--- config.mk ---
export PLATFORM = sky130hd
export DESIGN_NAME = fwd_source_stage
export DESIGN_NICKNAME = d
export VERILOG_FILES = /design/src/rtl/fwd_source_stage.sv
export SDC_FILE = /design/constraint.sdc
export NUM_CORES = 1
export LEC_CHECK = 0
export BUFFER_PORTS_ARGS = -buffer_cell sky130_fd_sc_hd__buf_2
export CELL_PAD_IN_SITES_DETAIL_PLACEMENT = 1
export CELL_PAD_IN_SITES_GLOBAL_PLACEMENT = 2
export CORE_AREA = 5 5 92 137
export DETAILED_ROUTE_END_ITERATION = 10
export DIE_AREA = 0 0 97 142
export PLACE_DENSITY = 0.9
export SLEW_MARGIN = 25
export SYNTH_ARGS = -nofsm -noshare
export SYNTH_HDL_FRONTEND = slang
export SYNTH_SLANG_ARGS = --single-unit
--- constraint.sdc ---
create_clock -name clk -period 2.2 [get_ports clk]
set_input_delay 0.22 -clock clk [delete_from_list [all_inputs] [get_ports clk]]
set_output_delay 0.22 -clock clk [all_outputs]
set_load 0.1 [all_outputs]
--- src/rtl/fwd_source_stage.sv ---
// fwd_source_stage: single-entry pipeline register at the producer end of the
// operand-forwarding path. Holds one in-flight instruction's destination and
// result, and tells the decode-side selector whether that result can be
// forwarded yet (fwd_stall while a load-type result is still outstanding).
//
// state   | meaning
// --------+---------------------------------------------------------------
// EMPTY   | no entry held, stage can accept
// PENDING | entry held, result still owed on the response port
// READY   | entry held with its result, offered downstream
// DRAIN   | entry was flushed while its response was owed; swallow it
module fwd_source_stage #(
  parameter int XLEN           = 32,
  parameter bit FWD_RSP_BYPASS = 1'b1
) (
  input  logic            clk,
  input  logic            reset_n,
  input  logic            in_valid,
  output logic            in_ready,
  input  logic            in_wb_en,
  input  logic [4:0]      in_wb_reg,
  input  logic            in_result_valid,
  input  logic [XLEN-1:0] in_result,
  input  logic            rsp_valid,
  input  logic [XLEN-1:0] rsp_data,
  input  logic            flush,
  output logic            out_valid,
  input  logic            out_ready,
  output logic            out_wb_en,
  output logic [4:0]      out_wb_reg,
  output logic [XLEN-1:0] out_data,
  output logic            fwd_valid,
  output logic            fwd_stall,
  output logic [4:0]      fwd_wb_reg,
  output logic [XLEN-1:0] fwd_data
);

  typedef enum logic [1:0] {
    ST_EMPTY   = 2'd0,
    ST_PENDING = 2'd1,
    ST_READY   = 2'd2,
    ST_DRAIN   = 2'd3
  } state_t;

  state_t            state_q, state_d;
  logic              wb_en_q, wb_en_d;
  logic [4:0]        wb_reg_q, wb_reg_d;
  logic [XLEN-1:0]   data_q, data_d;
  logic              accept;
  logic              bypass_hit;

  // PENDING and DRAIN never accept so an owed response can never be lost;
  // reset also holds the stage closed.
  assign in_ready   = reset_n & ~flush &
                      ((state_q == ST_EMPTY) | ((state_q == ST_READY) & out_ready));
  assign accept     = in_valid & in_ready;
  assign bypass_hit = FWD_RSP_BYPASS & (state_q == ST_PENDING) & rsp_valid;

  // State and held-entry registers.
  always_ff @(posedge clk or negedge reset_n) begin
    if (!reset_n) begin
      state_q  <= ST_EMPTY;
      wb_en_q  <= 1'b0;
      wb_reg_q <= 5'd0;
      data_q   <= '0;
    end else begin
      state_q  <= state_d;
      wb_en_q  <= wb_en_d;
      wb_reg_q <= wb_reg_d;
      data_q   <= data_d;
    end
  end

  // Next-state logic; a same-cycle accept (EMPTY, or READY draining) overrides
  // the vacate decision so back-to-back instructions see no bubble.
  always_comb begin
    state_d  = state_q;
    wb_en_d  = wb_en_q;
    wb_reg_d = wb_reg_q;
    data_d   = data_q;
    case (state_q)
      ST_EMPTY: ;
      ST_PENDING: begin
        if (flush) begin
          state_d = rsp_valid ? ST_EMPTY : ST_DRAIN;
        end else if (rsp_valid) begin
          state_d = ST_READY;
          data_d  = rsp_data;
        end
      end
      ST_READY: begin
        if (flush || out_ready) state_d = ST_EMPTY;
      end
      ST_DRAIN: begin
        if (rsp_valid) state_d = ST_EMPTY;
      end
      default: state_d = ST_EMPTY;
    endcase
    if (accept) begin
      state_d  = in_result_valid ? ST_READY : ST_PENDING;
      wb_en_d  = in_wb_en;
      wb_reg_d = in_wb_reg;
      data_d   = in_result;
    end
  end

  // Downstream outputs come straight from registers (no out_ready -> out_* path).
  always_comb begin
    out_valid  = (state_q == ST_READY);
    out_wb_en  = wb_en_q;
    out_wb_reg = wb_reg_q;
    out_data   = data_q;
  end

  // Forwarding view; x0 is deliberately not masked here, the consumer does it.
  always_comb begin
    fwd_valid  = ((state_q == ST_PENDING) | (state_q == ST_READY)) & wb_en_q;
    fwd_stall  = (state_q == ST_PENDING) & ~bypass_hit;
    fwd_wb_reg = wb_reg_q;
    fwd_data   = bypass_hit ? rsp_data : data_q;
  end

`ifndef SYNTHESIS
  // A response is only legal while one is owed (PENDING or DRAIN).
  rsp_only_when_owed: assert property (
    @(posedge clk) disable iff (!reset_n)
    rsp_valid |-> (state_q == ST_PENDING || state_q == ST_DRAIN)
  ) else $error("rsp_valid while no response is outstanding");
`endif

endmodule

==> impl_results.md <==
- Post-Place Cells: 571
- Gr usage total: 0.1326
- Netlist cell types: 26
- Final WS setup: 0.1107 ns
- Ys Warns: 0
- Nets: 509
- GRT overflow: 0
- CTS tree: done
- DIE AREA: 0.01377 sq mm
- Routed Antenna Nets: 0
- Clock Skews: 0.003457 ns
- Share of layout cells above drive strength 1: 0.4266
- Worst Setup Path Type: flip-flop to output port
- Synth Register Bits: 40
- IO Count: 156
- Crit. End Element: output port
- Top-area cell type share of the netlist area: 0.4130
- Largest net degree at the start of global routing: 42
- DRC: 0
- Most frequent cells in the layout: buf_2 (122), nand2_1 (115), o22a_1 (64), dfrtp_1 (40), buf_12 (34)
- Die width: 97 um
- Seq/Total Area, Yosys: 0.4130
- # clock sinks: 40
- Antenna violations before repair: 0
- CTS H-Tree Depth: 2
- Period utilization: 0.9497
- Via count: 2631
- Actual slew at the worst max-slew pin: 0.5378 ns
- Crit start category: flip-flop
- Cells after Synth: 280
- Setup crit start: state_q[1]
- Final setup violation count: 0
- Tmin final: 2.089 ns
- Synth top area cells: dfrtp_1 (41%), o22a_1 (23%), nand2_1 (18%)
- CTS Root Cell: clkbuf_16
- Slowest CP cell: dfrtp_1
- Vias per Instance: 4.544
- Family with the most delay on the worst path: buffers and inverters
- WP data arrival: 1.87 ns
- Maximum buffer depth of the clock tree: 2
- FF-to-FF Start: state_q[0]
- Core Rows: 48
- Slew HR: 0.6415
- Most used cell, CP: nand2_1
- Pre-CTS setup slack: 0.2286 ns
- Max cap viols: 0
- Max reg flops: 32
- Commonest non-fill, non-tap cell in the layout: buf_2
- Wire per inst: 16.11 um
- Hpwl dp: 7501 um
- Area grow syn2layout: 64.69%
- Crit Path Max Fanout: 17
- Syn Area/Cell: 8.656 sq um
- Max Slew Vio Count: 0
- Port buffer count: 155
- Post-Route WL: 9326 um
- Unrepaired setup endpoints after global routing: no
- Core Box Area: 0.01135 sq mm
- Number of global-route vias before repair: 2924
- CTS clk-pin slew, worst paths: 0.06 ns
- Chip Height: 142 um
- Hold buffers post-CTS: 0
- WP buf/inv: 3
- Synthesized Nets: 361
- CP required: 1.98 ns
- Initial drt markers: 32
- Final hold vios: 0
- Fill count: 1339
- Total CTS buffers: 5
- Drt first pass iters: 4
- Initial cell density of the core: 0.2135
- Final Non-Filler Cells: 579
- GP Congestion: 0.7566
- Mapped Area: 0.002424 sq mm
- Slowest cell delay on critical path: 0.42 ns
- Outcome: completed
- Postcts setup bufs: 0
- CP cell instances: inv_1, ha_2, and2_2, buf_6, nand2_1, nand2_1, buf_12
- Clk Latency, worst-skew pair: 0.28 ns
- Worst hold path class: input port to async pin
- Top cell type by total area after synthesis: dfrtp_1
- First-pass GRT wire length: 14840 um
- Diode count: 0
- F_max: 478.6 MHz
-- repair_timing --
item | 4_1_cts | 5_1_grt
endpoints found under the setup margin | 26 | 32
gates resized for setup | 0 | 4
pin swaps | 0 | 0
-- cell type report --
type | count | area (sq um) | area share
timing repair buffer | 168 | 1389 | 0.3480
multi-input combinational | 210 | 1256 | 0.3147
sequential | 40 | 1001 | 0.2508
tap | 150 | 187.7 | 0.04702
clock buffer | 8 | 146.4 | 0.03668
inverter | 3 | 11.26 | 0.002821
-- through the flow --
step | hold slack [ns] | util | setup TNS, ns | area (sq um)
after floorplan | -0.07559 | - | 0 | 2450
after global placement | 0.3454 | 0.3377 | 0 | 3834
after detailed placement | 0.3589 | 0.3377 | 0 | 3834
after CTS | 0.05038 | 0.3506 | -0.2900 | 3980
after global routing | 0.07597 | 0.3516 | 0 | 3991
final | 0.02543 | 0.3516 | 0 | 3991
-- per-layer routing --
layer	part of all wire	wire [um]	up-vias	global-route usage
li1	-	-	1261	-
met1	0.36	3386	1279	0.1310
met2	0.57	5334	85	0.2697
met3	0.055	514	6	0.03433
met4	0.0098	91	0	0.03402
met5	0	0	-	0
-- final timing paths --
check | slack [ns] | cells after the start | endpoint
hold / removal | 0.03 | 2 | fwd_wb_reg[4]
setup reg to reg | 0.22 | 7 | out_data[30]
setup / recovery | 0.11 | 7 | fwd_data[27]
min in group clk | 0.13 | 3 | out_wb_en
max in group asynchronous | 1.79 | 2 | out_data[15]
hold reg to reg | 0.49 | 2 | out_wb_en
-- kinds of logic after synthesis --
logic type,count (synthesis),share of synthesized area
AND/OR/NAND/NOR,132,0.2184
AO/OA/AOI/OAI,74,0.2669
flip-flops,40,0.4130
buffers and inverters,30,0.08105
adder cells (fa/ha/maj),4,0.02065
-- synthesized netlist by cell type --
master / count
nor2_1: 3
a2bb2oi_1: 1
o22a_1: 64
nand2_1: 115
a21oi_1: 1
a21boi_0: 1
a221oi_1: 2
nand2b_1: 1
nor3_1: 4
nand3b_1: 1
buf_4: 6
dfrtp_1: 40
buf_6: 8
nor3b_1: 2
nor2b_1: 3
o21bai_1: 1
o22ai_1: 1
ha_1: 4
o21ai_2: 1
or2_1: 1
and2_1: 2
buf_2: 1
a21oi_4: 1
inv_1: 3
clkbuf_1: 12
a21oi_2: 1
Power is left out: the tool's default activity adds up to more than one toggle a clock period on the data nets, which glitch-free logic cannot reach.
